**src/rtl/dmem_io_bridge.sv**
```systemverilog
// Purpose: splits processor data-memory accesses between dmem and a 4-word I/O window (LED, TIMER, TX FIFO, STATUS).
// Latency: dmem controls are combinational pass-through; every read returns on cpu_q one cycle after the address.
// Backpressure: TX FIFO drains on tx_valid && tx_ready; a push into a full FIFO with no pop is dropped and sets sticky overflow.
module dmem_io_bridge #(
   parameter int          FIFO_DEPTH = 4,        // power of two, 2..16
   parameter logic [11:0] IO_BASE    = 12'hFF0   // low 4 bits zero
) (
   input  logic        clock,
   input  logic        reset,
   input  logic [11:0] cpu_address,
   input  logic [31:0] cpu_data,
   input  logic        cpu_wren,
   output logic [31:0] cpu_q,
   output logic [11:0] dmem_address,
   output logic [31:0] dmem_data,
   output logic        dmem_wren,
   input  logic [31:0] dmem_q,
   output logic [15:0] led,
   output logic [7:0]  tx_data,
   output logic        tx_valid,
   input  logic        tx_ready
);

   localparam int PW = $clog2(FIFO_DEPTH);
   localparam int CW = PW + 1;
   localparam logic [CW-1:0] DEPTH_C = CW'(FIFO_DEPTH);

   localparam logic [1:0] OFF_LED    = 2'd0;
   localparam logic [1:0] OFF_TIMER  = 2'd1;
   localparam logic [1:0] OFF_TX     = 2'd2;
   localparam logic [1:0] OFF_STATUS = 2'd3;

   // architectural state
   logic [15:0]   r_led;
   logic [31:0]   r_timer;
   logic          r_io_hit;
   logic [31:0]   r_rd_val;
   logic [PW-1:0] r_rd_ptr;
   logic [PW-1:0] r_wr_ptr;
   logic [CW-1:0] r_cnt;
   logic          r_ovf;
   logic [7:0]    r_tx_data;
   logic [7:0]    r_mem [FIFO_DEPTH];

   // decode and FIFO control
   logic          w_io_hit;
   logic [1:0]    w_off;
   logic          w_io_wr;
   logic          w_wr_led;
   logic          w_wr_timer;
   logic          w_push_req;
   logic          w_wr_status;
   logic          w_empty;
   logic          w_full;
   logic          w_pop;
   logic          w_push;
   logic          w_ovf_set;
   logic [PW-1:0] w_rd_ptr_nxt;
   logic [PW-1:0] w_wr_ptr_nxt;
   logic [CW-1:0] w_cnt_nxt;
   logic [7:0]    w_head_nxt;
   logic [4:0]    w_cnt5;
   logic [31:0]   w_status;
   logic [31:0]   w_rd_val;

   // Only the top four words of the 16-word block at IO_BASE are I/O;
   // everything else, including IO_BASE+0..11, belongs to dmem.
   assign w_io_hit    = (cpu_address[11:4] == IO_BASE[11:4]) && (cpu_address[3:2] == 2'b11);
   assign w_off       = cpu_address[1:0];
   assign w_io_wr     = w_io_hit && cpu_wren;
   assign w_wr_led    = w_io_wr && (w_off == OFF_LED);
   assign w_wr_timer  = w_io_wr && (w_off == OFF_TIMER);
   assign w_push_req  = w_io_wr && (w_off == OFF_TX);
   assign w_wr_status = w_io_wr && (w_off == OFF_STATUS);

   // dmem sees the processor bus directly; only I/O writes are masked.
   assign dmem_address = cpu_address;
   assign dmem_data    = cpu_data;
   assign dmem_wren    = cpu_wren && !w_io_hit;

   assign w_empty = (r_cnt == '0);
   assign w_full  = (r_cnt == DEPTH_C);
   assign w_pop   = !w_empty && tx_ready;
   // A full FIFO still accepts a push when the head leaves in the same cycle.
   assign w_push    = w_push_req && (!w_full || w_pop);
   assign w_ovf_set = w_push_req && w_full && !w_pop;

   assign w_rd_ptr_nxt = w_pop  ? (r_rd_ptr + PW'(1)) : r_rd_ptr;
   assign w_wr_ptr_nxt = w_push ? (r_wr_ptr + PW'(1)) : r_wr_ptr;

   // Occupancy after this edge; simultaneous push and pop cancel out.
   always_comb begin
      w_cnt_nxt = r_cnt;
      case ({w_push, w_pop})
         2'b10:   w_cnt_nxt = r_cnt + CW'(1);
         2'b01:   w_cnt_nxt = r_cnt - CW'(1);
         default: w_cnt_nxt = r_cnt;
      endcase
   end

   // Head byte after this edge: the slot being written this edge is not yet
   // in r_mem, so forward cpu_data when the new head is that slot.
   always_comb begin
      w_head_nxt = r_mem[w_rd_ptr_nxt];
      if (w_push && (w_rd_ptr_nxt == r_wr_ptr)) begin
         w_head_nxt = cpu_data[7:0];
      end
      if (w_cnt_nxt == '0) begin
         w_head_nxt = 8'h00;
      end
   end

   assign w_cnt5   = 5'(r_cnt);
   assign w_status = {24'h000000, r_ovf, w_cnt5, w_full, w_empty};

   // I/O read value as seen at this edge; registered below for 1-cycle latency.
   always_comb begin
      w_rd_val = 32'h0;
      case (w_off)
         OFF_LED:    w_rd_val = {16'h0000, r_led};
         OFF_TIMER:  w_rd_val = r_timer;
         OFF_TX:     w_rd_val = 32'h0;
         OFF_STATUS: w_rd_val = w_status;
         default:    w_rd_val = 32'h0;
      endcase
   end

   // Read-select pipeline stage matching dmem's one-cycle read latency.
   always_ff @(posedge clock) begin
      if (reset) begin
         r_io_hit <= 1'b0;
         r_rd_val <= 32'h0;
      end else begin
         r_io_hit <= w_io_hit;
         r_rd_val <= w_io_hit ? w_rd_val : 32'h0;
      end
   end

   assign cpu_q = r_io_hit ? r_rd_val : dmem_q;

   // LED register, loaded from the low half of the write data.
   always_ff @(posedge clock) begin
      if (reset) begin
         r_led <= 16'h0000;
      end else if (w_wr_led) begin
         r_led <= cpu_data[15:0];
      end
   end

   assign led = r_led;

   // Free-running timer; a write clears it and takes precedence over the increment.
   always_ff @(posedge clock) begin
      if (reset) begin
         r_timer <= 32'h0;
      end else if (w_wr_timer) begin
         r_timer <= 32'h0;
      end else begin
         r_timer <= r_timer + 32'd1;
      end
   end

   // FIFO storage has no reset; occupancy and pointers define what is valid.
   always_ff @(posedge clock) begin
      if (!reset && w_push) begin
         r_mem[r_wr_ptr] <= cpu_data[7:0];
      end
   end

   // FIFO pointers, occupancy, sticky overflow and the registered head byte.
   always_ff @(posedge clock) begin
      if (reset) begin
         r_rd_ptr  <= '0;
         r_wr_ptr  <= '0;
         r_cnt     <= '0;
         r_ovf     <= 1'b0;
         r_tx_data <= 8'h00;
      end else begin
         r_rd_ptr  <= w_rd_ptr_nxt;
         r_wr_ptr  <= w_wr_ptr_nxt;
         r_cnt     <= w_cnt_nxt;
         r_tx_data <= w_head_nxt;
         if (w_wr_status) begin
            r_ovf <= 1'b0;
         end else if (w_ovf_set) begin
            r_ovf <= 1'b1;
         end
      end
   end

   assign tx_valid = !w_empty;
   assign tx_data  = r_tx_data;

endmodule
```
**config.mk**
```make
export PLATFORM = sky130hd
export DESIGN_NAME = dmem_io_bridge
export DESIGN_NICKNAME = d
export VERILOG_FILES = /design/src/rtl/dmem_io_bridge.sv
export SDC_FILE = /design/constraint.sdc
export NUM_CORES = 1
export LEC_CHECK = 0
export CORE_UTILIZATION = 35
export DETAILED_ROUTE_END_ITERATION = 10
export DONT_BUFFER_PORTS = 1
export PLACE_DENSITY = 0.51
export SLEW_MARGIN = 5
export SYNTH_ARGS = -nofsm -noshare
export SYNTH_HDL_FRONTEND = slang
export SYNTH_SLANG_ARGS = --single-unit
```
**constraint.sdc**
```tcl
create_clock -name clock -period 3.5 [get_ports clock]
set_input_delay 0.35 -clock clock [delete_from_list [all_inputs] [get_ports clock]]
set_output_delay 0.35 -clock clock [all_outputs]
set_load 0.05 [all_outputs]
```
# Word-level counts from Yosys, hierarchy flattened

Memory sizes are Yosys's and may differ from the RTL's. A register that Yosys moved wholly into a read port is not among the register bits.
Index checks and enable logic that the tools add are counted.

RAM bits: 32
Bits of input ports: 80
Output and inout port bits: 102
Flip-flop bits (word level): 89
Memories kept: 1
Logic and storage cells: 54

Bitwise logic cells: 1
Add/sub/neg operators: 5
Equal/unequal tests: 8
Reduce and logical (&&, ||, !) cells: 25
Muxes and demuxes: 6

Memories:

| memory | words | width | rd ports | clocked after Yosys merged registers in | wr ports | line | source |
|---|---|---|---|---|---|---|---|
| r_mem  | 4     | 8     | 1        | 1                                       | 1        | 43   | `logic [7:0] r_mem [FIFO_DEPTH];` |

Operators by type and width:

| cell                                                                   | number |
|---|---|
| 32-bit one-hot mux with 4 select lines                                 | 1 |
| 32-bit by 1-bit adder with 32-bit output (second input constant)       | 1 |
| 32-bit 2-to-1 mux                                                      | 1 |
| 1-bit logical AND                                                      | 12 |
| 2-bit equality test (second input constant)                            | 4 |
| 8-bit equality test (second input constant)                            | 1 |
| 2-bit OR reduction                                                     | 4 |
| 3-bit zero test                                                        | 2 |
| 3-bit one-hot mux with 2 select lines                                  | 1 |
| 1-bit zero test                                                        | 5 |
| 2-bit by 1-bit adder with 2-bit output (second input constant)         | 2 |
| 2-bit by 1-bit equality test with 1-bit output (second input constant) | 2 |
| 3-bit by 1-bit adder with 3-bit output (second input constant)         | 1 |
| 3-bit equality test (second input constant)                            | 1 |
| 3-bit by 1-bit subtractor with 3-bit output (second input constant)    | 1 |
| 2-bit zero test                                                        | 1 |
| 1-bit 2-to-1 mux                                                       | 2 |
| 2-bit 2-to-1 mux                                                       | 1 |
| 1-bit logical OR                                                       | 1 |
| 1-bit NOT                                                              | 1 |

# Depth between registers and ports, before layout

Depth after elaboration: 9
Depth in mapped cells: 13

# Least setup slack after synthesis

Ideal clock, no wire load.

Path type: register to register
Start point: register r_cnt[0]
End point: register r_tx_data[0], in the netlist tx_data[0], read port of r_mem
Required time: 3.414 ns
Stages on the path, launching flop included: 13
Setup slack: 0.863 ns
Arrival: 2.551 ns
Cell sequence: dfxtp_1 -> buf_6 -> nor4b_1 -> nor3_1 -> nand2_1 -> ha_1 -> inv_1 -> fa_1 -> xor2_1 -> or3_1 -> a21oi_1 -> a21oi_1 -> a211oi_1

Word-level cells in the longest chain between the ends: 9
Elaborated cells on any way between the ends: 15

RTL lines:

| what                                                                                  | line | source |
|---|---|---|
| start, declared                                                                       | 40   | `logic [CW-1:0] r_cnt;` |
| start signal, assigned                                                                | 181  | `r_cnt <= w_cnt_nxt;` |
| 3-bit zero test                                                                       | 81   | `assign w_empty = (r_cnt == '0);` |
| 1-bit zero test                                                                       | 83   | `assign w_pop = !w_empty && tx_ready;` |
| 1-bit logical AND                                                                     | 83   |  |
| 1-bit logical OR                                                                      | 85   | `assign w_push = w_push_req && (!w_full \|\| w_pop);` |
| 1-bit logical AND                                                                     | 85   |  |
| 2-bit by 1-bit equality test with 1-bit output or 2-bit equality test (tied branches) | 94   | `case ({w_push, w_pop})` |
| 3-bit one-hot mux with 2 select lines                                                 | 94   |  |
| 3-bit zero test                                                                       | 108  | `if (w_cnt_nxt == '0) begin` |
| 2-bit OR reduction (no source line)                                                   | n/a  |  |
| end, declared                                                                         | 42   | `logic [7:0] r_tx_data;` |

Several ways; a longest one is shown, not always the timed one.
A chain may end at the register's enable or synchronous reset.

# Worst setup path after layout

Start point: register r_cnt[2]
End point: register r_tx_data[0], in the netlist tx_data[0], read port of r_mem

The elaborated chain is that of the path after synthesis.

==> impl_results.rst <==
.. list-table::
   :header-rows: 1

   * - Metric
     - Value
   * - Synth Instances
     - 610
   * - Path category of the worst min-delay check
     - in -> reg
   * - First-pass GRT wire length
     - between 20 and 25 mm
   * - Final weighted congestion of routability-driven global placement
     - 0.789
   * - Source-to-sink clock delay at the later pin of the worst-skew pair
     - 420 ps
   * - Startpoint Class
     - flop
   * - Router iterations before antenna repair
     - 4
   * - Worst-case hold slack
     - around 19 ps
   * - Sum of negative setup slack
     - 0 ps
   * - Number of distinct library cells after synthesis
     - 50
   * - Post-route DRC
     - 0
   * - Ports
     - ~180
   * - Worst reg2reg setup slack
     - ~330 ps
   * - Endpoints failing setup
     - 0
   * - Vias per std cell
     - about 5.3
   * - Internal power
     - between 0.002 and 0.003 W
   * - Unrepaired setup endpoints after global routing
     - no
   * - Number of nets still failing antenna checks after routing
     - 0
   * - Number of synthesized flops with an enable pin
     - 32
   * - Clock tree from TritonCTS
     - built
   * - Standard cell area after detailed placement
     - about 5900 µm²
   * - Area growth from synthesis to layout
     - 7.56%
   * - Switch share
     - just over 20%
   * - Sequential share of power
     - 43.3%
   * - Required time of the worst setup path
     - between 3000 and 4000 ps
   * - Max Slew Vio Count
     - 0
   * - Root buffer cell
     - clkbuf_16
   * - Primary FF master, synth
     - dfxtp_1
   * - Utilization of the core after routing
     - 39.1%
   * - Number of input and output port buffers inserted
     - 0
   * - Clock-pin slew of the registers on the worst-case setup and hold paths
     - roughly 50 ps
   * - Worst-Margin Slew
     - between 1000 and 1500 ps
   * - LEAKAGE
     - approximately 2.2 nW
   * - Maximum number of pins on one net before global-route repair
     - 34
   * - Share of synthesized registers carrying an async set or reset
     - 0%
   * - Proportion of synthesized chip area in sequential cells
     - 47.7%
   * - Fraction of the cycle the final worst path needs
     - 90.5%
   * - Total design power
     - approximately 0.0035 W
   * - Post-detailed-routing wire length
     - 14.6 mm
   * - Inserted Diodes
     - 0
   * - Clock Path Buffers
     - 2
   * - Finished layout cell area
     - roughly 6500 µm²
   * - Post-synthesis register bit count
     - 129
   * - Site Rows
     - between 40 and 50
   * - Die Ht
     - between 100 and 150 µm
   * - Net switching component of the power
     - around 0.0007 W
   * - Final routed wire length divided by cell count
     - 18.5 µm
   * - Effective utilization at floorplan
     - between 30% and 40%
   * - Endpoint class of the critical path
     - flop
   * - Power density relative to cell area
     - around 540 nW/µm²
   * - Total GRT Usage
     - 16.6%
   * - Resized Gates After CTS
     - 0
   * - Overall overflow remaining after global route
     - 0
   * - Floorplan die area
     - 17,900 µm²
   * - Largest voltage drop on the vdd net
     - between 0.3 and 0.4 mV
   * - Core region area
     - about 17,000 µm²
   * - Relative slew slack
     - between 30% and 40%
   * - Net count, final
     - approximately 640
   * - Min cycle time layout
     - between 3000 and 4000 ps
   * - Maximum fanout along the worst path
     - 8
   * - DP Wirelength
     - roughly 9.9 mm
   * - Overall via count from detail_route
     - around 4,200
   * - Max Clock Freq
     - around 320 MHz
   * - Net count after synthesis
     - around 700
   * - Summed instance area of the synthesized netlist
     - ~6000 µm²
   * - Count of warnings emitted by yosys
     - 0
   * - Chip Width
     - roughly 130 µm
   * - Clock buffer count from CTS
     - 17
   * - Result of the run
     - finished, final reports clean
   * - Arrival time of data at the critical path endpoint
     - around 3500 ps
   * - Clock net sink count
     - 129
   * - Per-instance average area after synthesis
     - around 10 µm²
   * - Iter 0 DRT Violations
     - 254
   * - Count of H-tree levels built during CTS
     - 4
   * - Combinational power share
     - under 10%
   * - Vias in the first global route
     - around 4,100
   * - Final Hold Violating Endpoints
     - 0
   * - Worst setup skew after layout
     - around 9 ps
   * - Clock network fraction of design power
     - 53.1%
   * - Antenna violations before repair
     - 0
   * - Category of the most critical setup path
     - reg -> reg
   * - MaxCap Viol Count
     - 0
   * - Share of layout cells above drive strength 1
     - between 10 and 15%
[layout by cell type, fill, tap and decap left out, types with 2 or more instances in the layout]
cell type,instances
clkbuf_16,18
o22a_1,3
inv_1,17
and3_1,6
buf_4,4
a211oi_1,16
mux2_2,40
and2_1,14
dlygate4sd3_1,2
nand4_1,7
nand3_1,11
nand2b_1,4
mux2i_1,16
o221ai_1,16
nor2b_1,2
clkbuf_1,6
nand2_1,49
clkbuf_8,5
or3_1,13
bufinv_16,3
nor3_1,7
and4_1,4
xor2_1,5
o21ai_0,4
nor2_1,60
ha_1,6
a21oi_1,24
nor4_1,16
a22o_1,8
edfxtp_1,32
dfxtp_1,96
xnor2_1,27
o31ai_1,8
[path summary, 6_finish.rpt]
check        depth (start not counted)            to        start
max                                 12    tx_data[0]     r_cnt[2]
max reg2reg                         12    tx_data[0]     r_cnt[2]
min                                  1       led[10]        reset
min reg2reg                          2  r_rd_val[31]  r_timer[31]
[stage by stage]
stage / instances / worst slack, ps
floorplan: 610 / 863
global placement: 754 / 636
detailed placement: 754 / 376
CTS: 788 / 348
global route: 788 / 150
finish: 788 / 332
[area by class of cell]
| class | count | area [µm²] |
|---|---|---|
| clock inverters | 3 | 90.1 |
| repair buffers | 6 | 50.0 |
| clock buffers | 29 | 542 |
| inverters | 19 | 71.3 |
| fillers | 1641 | 10200 |
| well taps | 220 | 275 |
| multi-input cells | 382 | 2620 |
| flip-flops and latches | 129 | 2900 |
[worst max-delay path, cell delays in order (launching register included)]
cell	delay [ps]
dfxtp_1	480
nor4b_1	400
nor3_1	210
nand2_1	180
ha_1	210
inv_1	70
fa_1	390
xor2_1	170
or3_1	310
a21oi_1	210
a21oi_1	70
buf_4	180
a211oi_1	200
[power groups by stage]
stage / Clock, W / Sequential (W) / Combinational, W
finish: 0.00188 / 0.00153 / 0.000125
global route: 0.00198 / 0.00153 / 0.000130
CTS: 0.00191 / 0.00153 / 0.000126
detailed placement: 0 / 0.00157 / 0.000119
global placement: 0 / 0.00157 / 0.000119
floorplan: 0 / 0.00156 / 0.000260
[sequential cells by signal, summed over array words and instances (netlist names)]
name	cells
r_wr_ptr	2
r_io_hit	1
led	16
r_mem	32
r_ovf	1
tx_data	8
r_cnt	3
r_rd_ptr	2
r_rd_val	32
r_timer	32
[cell usage after synthesis (7+ instances only)]
| cell | instances | area [µm²] |
|---|---|---|
| mux2_2 | 40 | 450 |
| a21oi_1 | 24 | 120 |
| a211oi_1 | 16 | 120 |
| buf_4 | 44 | 330 |
| nor4_1 | 16 | 100 |
| nand2_1 | 49 | 184 |
| nand3_1 | 11 | 55.1 |
| or3_1 | 13 | 81.3 |
| buf_2 | 8 | 40.0 |
| nor3_1 | 7 | 35.0 |
| o31ai_1 | 8 | 60.1 |
| nand4_1 | 7 | 43.8 |
| inv_1 | 17 | 63.8 |
| nor2_1 | 60 | 225 |
| dfxtp_1 | 97 | 1940 |
| a22o_1 | 8 | 70.1 |
| clkbuf_1 | 19 | 71.3 |
| edfxtp_1 | 32 | 961 |
| xnor2_1 | 27 | 236 |
| mux2i_1 | 16 | 160 |
| o221ai_1 | 16 | 140 |
| and2_1 | 14 | 87.6 |
[cell families after synthesis]
| group | share of synthesized area, % |
|---|---|
| adders and majority gates | 1.56 |
| buffers and inverters | 9.35 |
| xor gates and xnor gates | 4.60 |
| AOI/OAI and AO/OA | 10.8 |
| and+or+nand+nor | 16.0 |
| muxes | 10.0 |
| DFF | 47.7 |
[layer usage]
metal  global-route usage (%)  vias up  share of wire, %
li1                         -     2014                 -
met1                     20.6     2009                44
met2                     26.3      140                46
met3                     4.69       46               6.8
met4                     8.59        0               3.0
met5                        0        -                 0
[timing repair]
| item | in CTS | in global routing |
|---|---|---|
| hold buffers | 2 | 0 |
| setup buffers | 0 | 0 |
| endpoints found under the hold margin | 21 | 0 |
No activity file was read; power rests on OpenSTA's default activity.
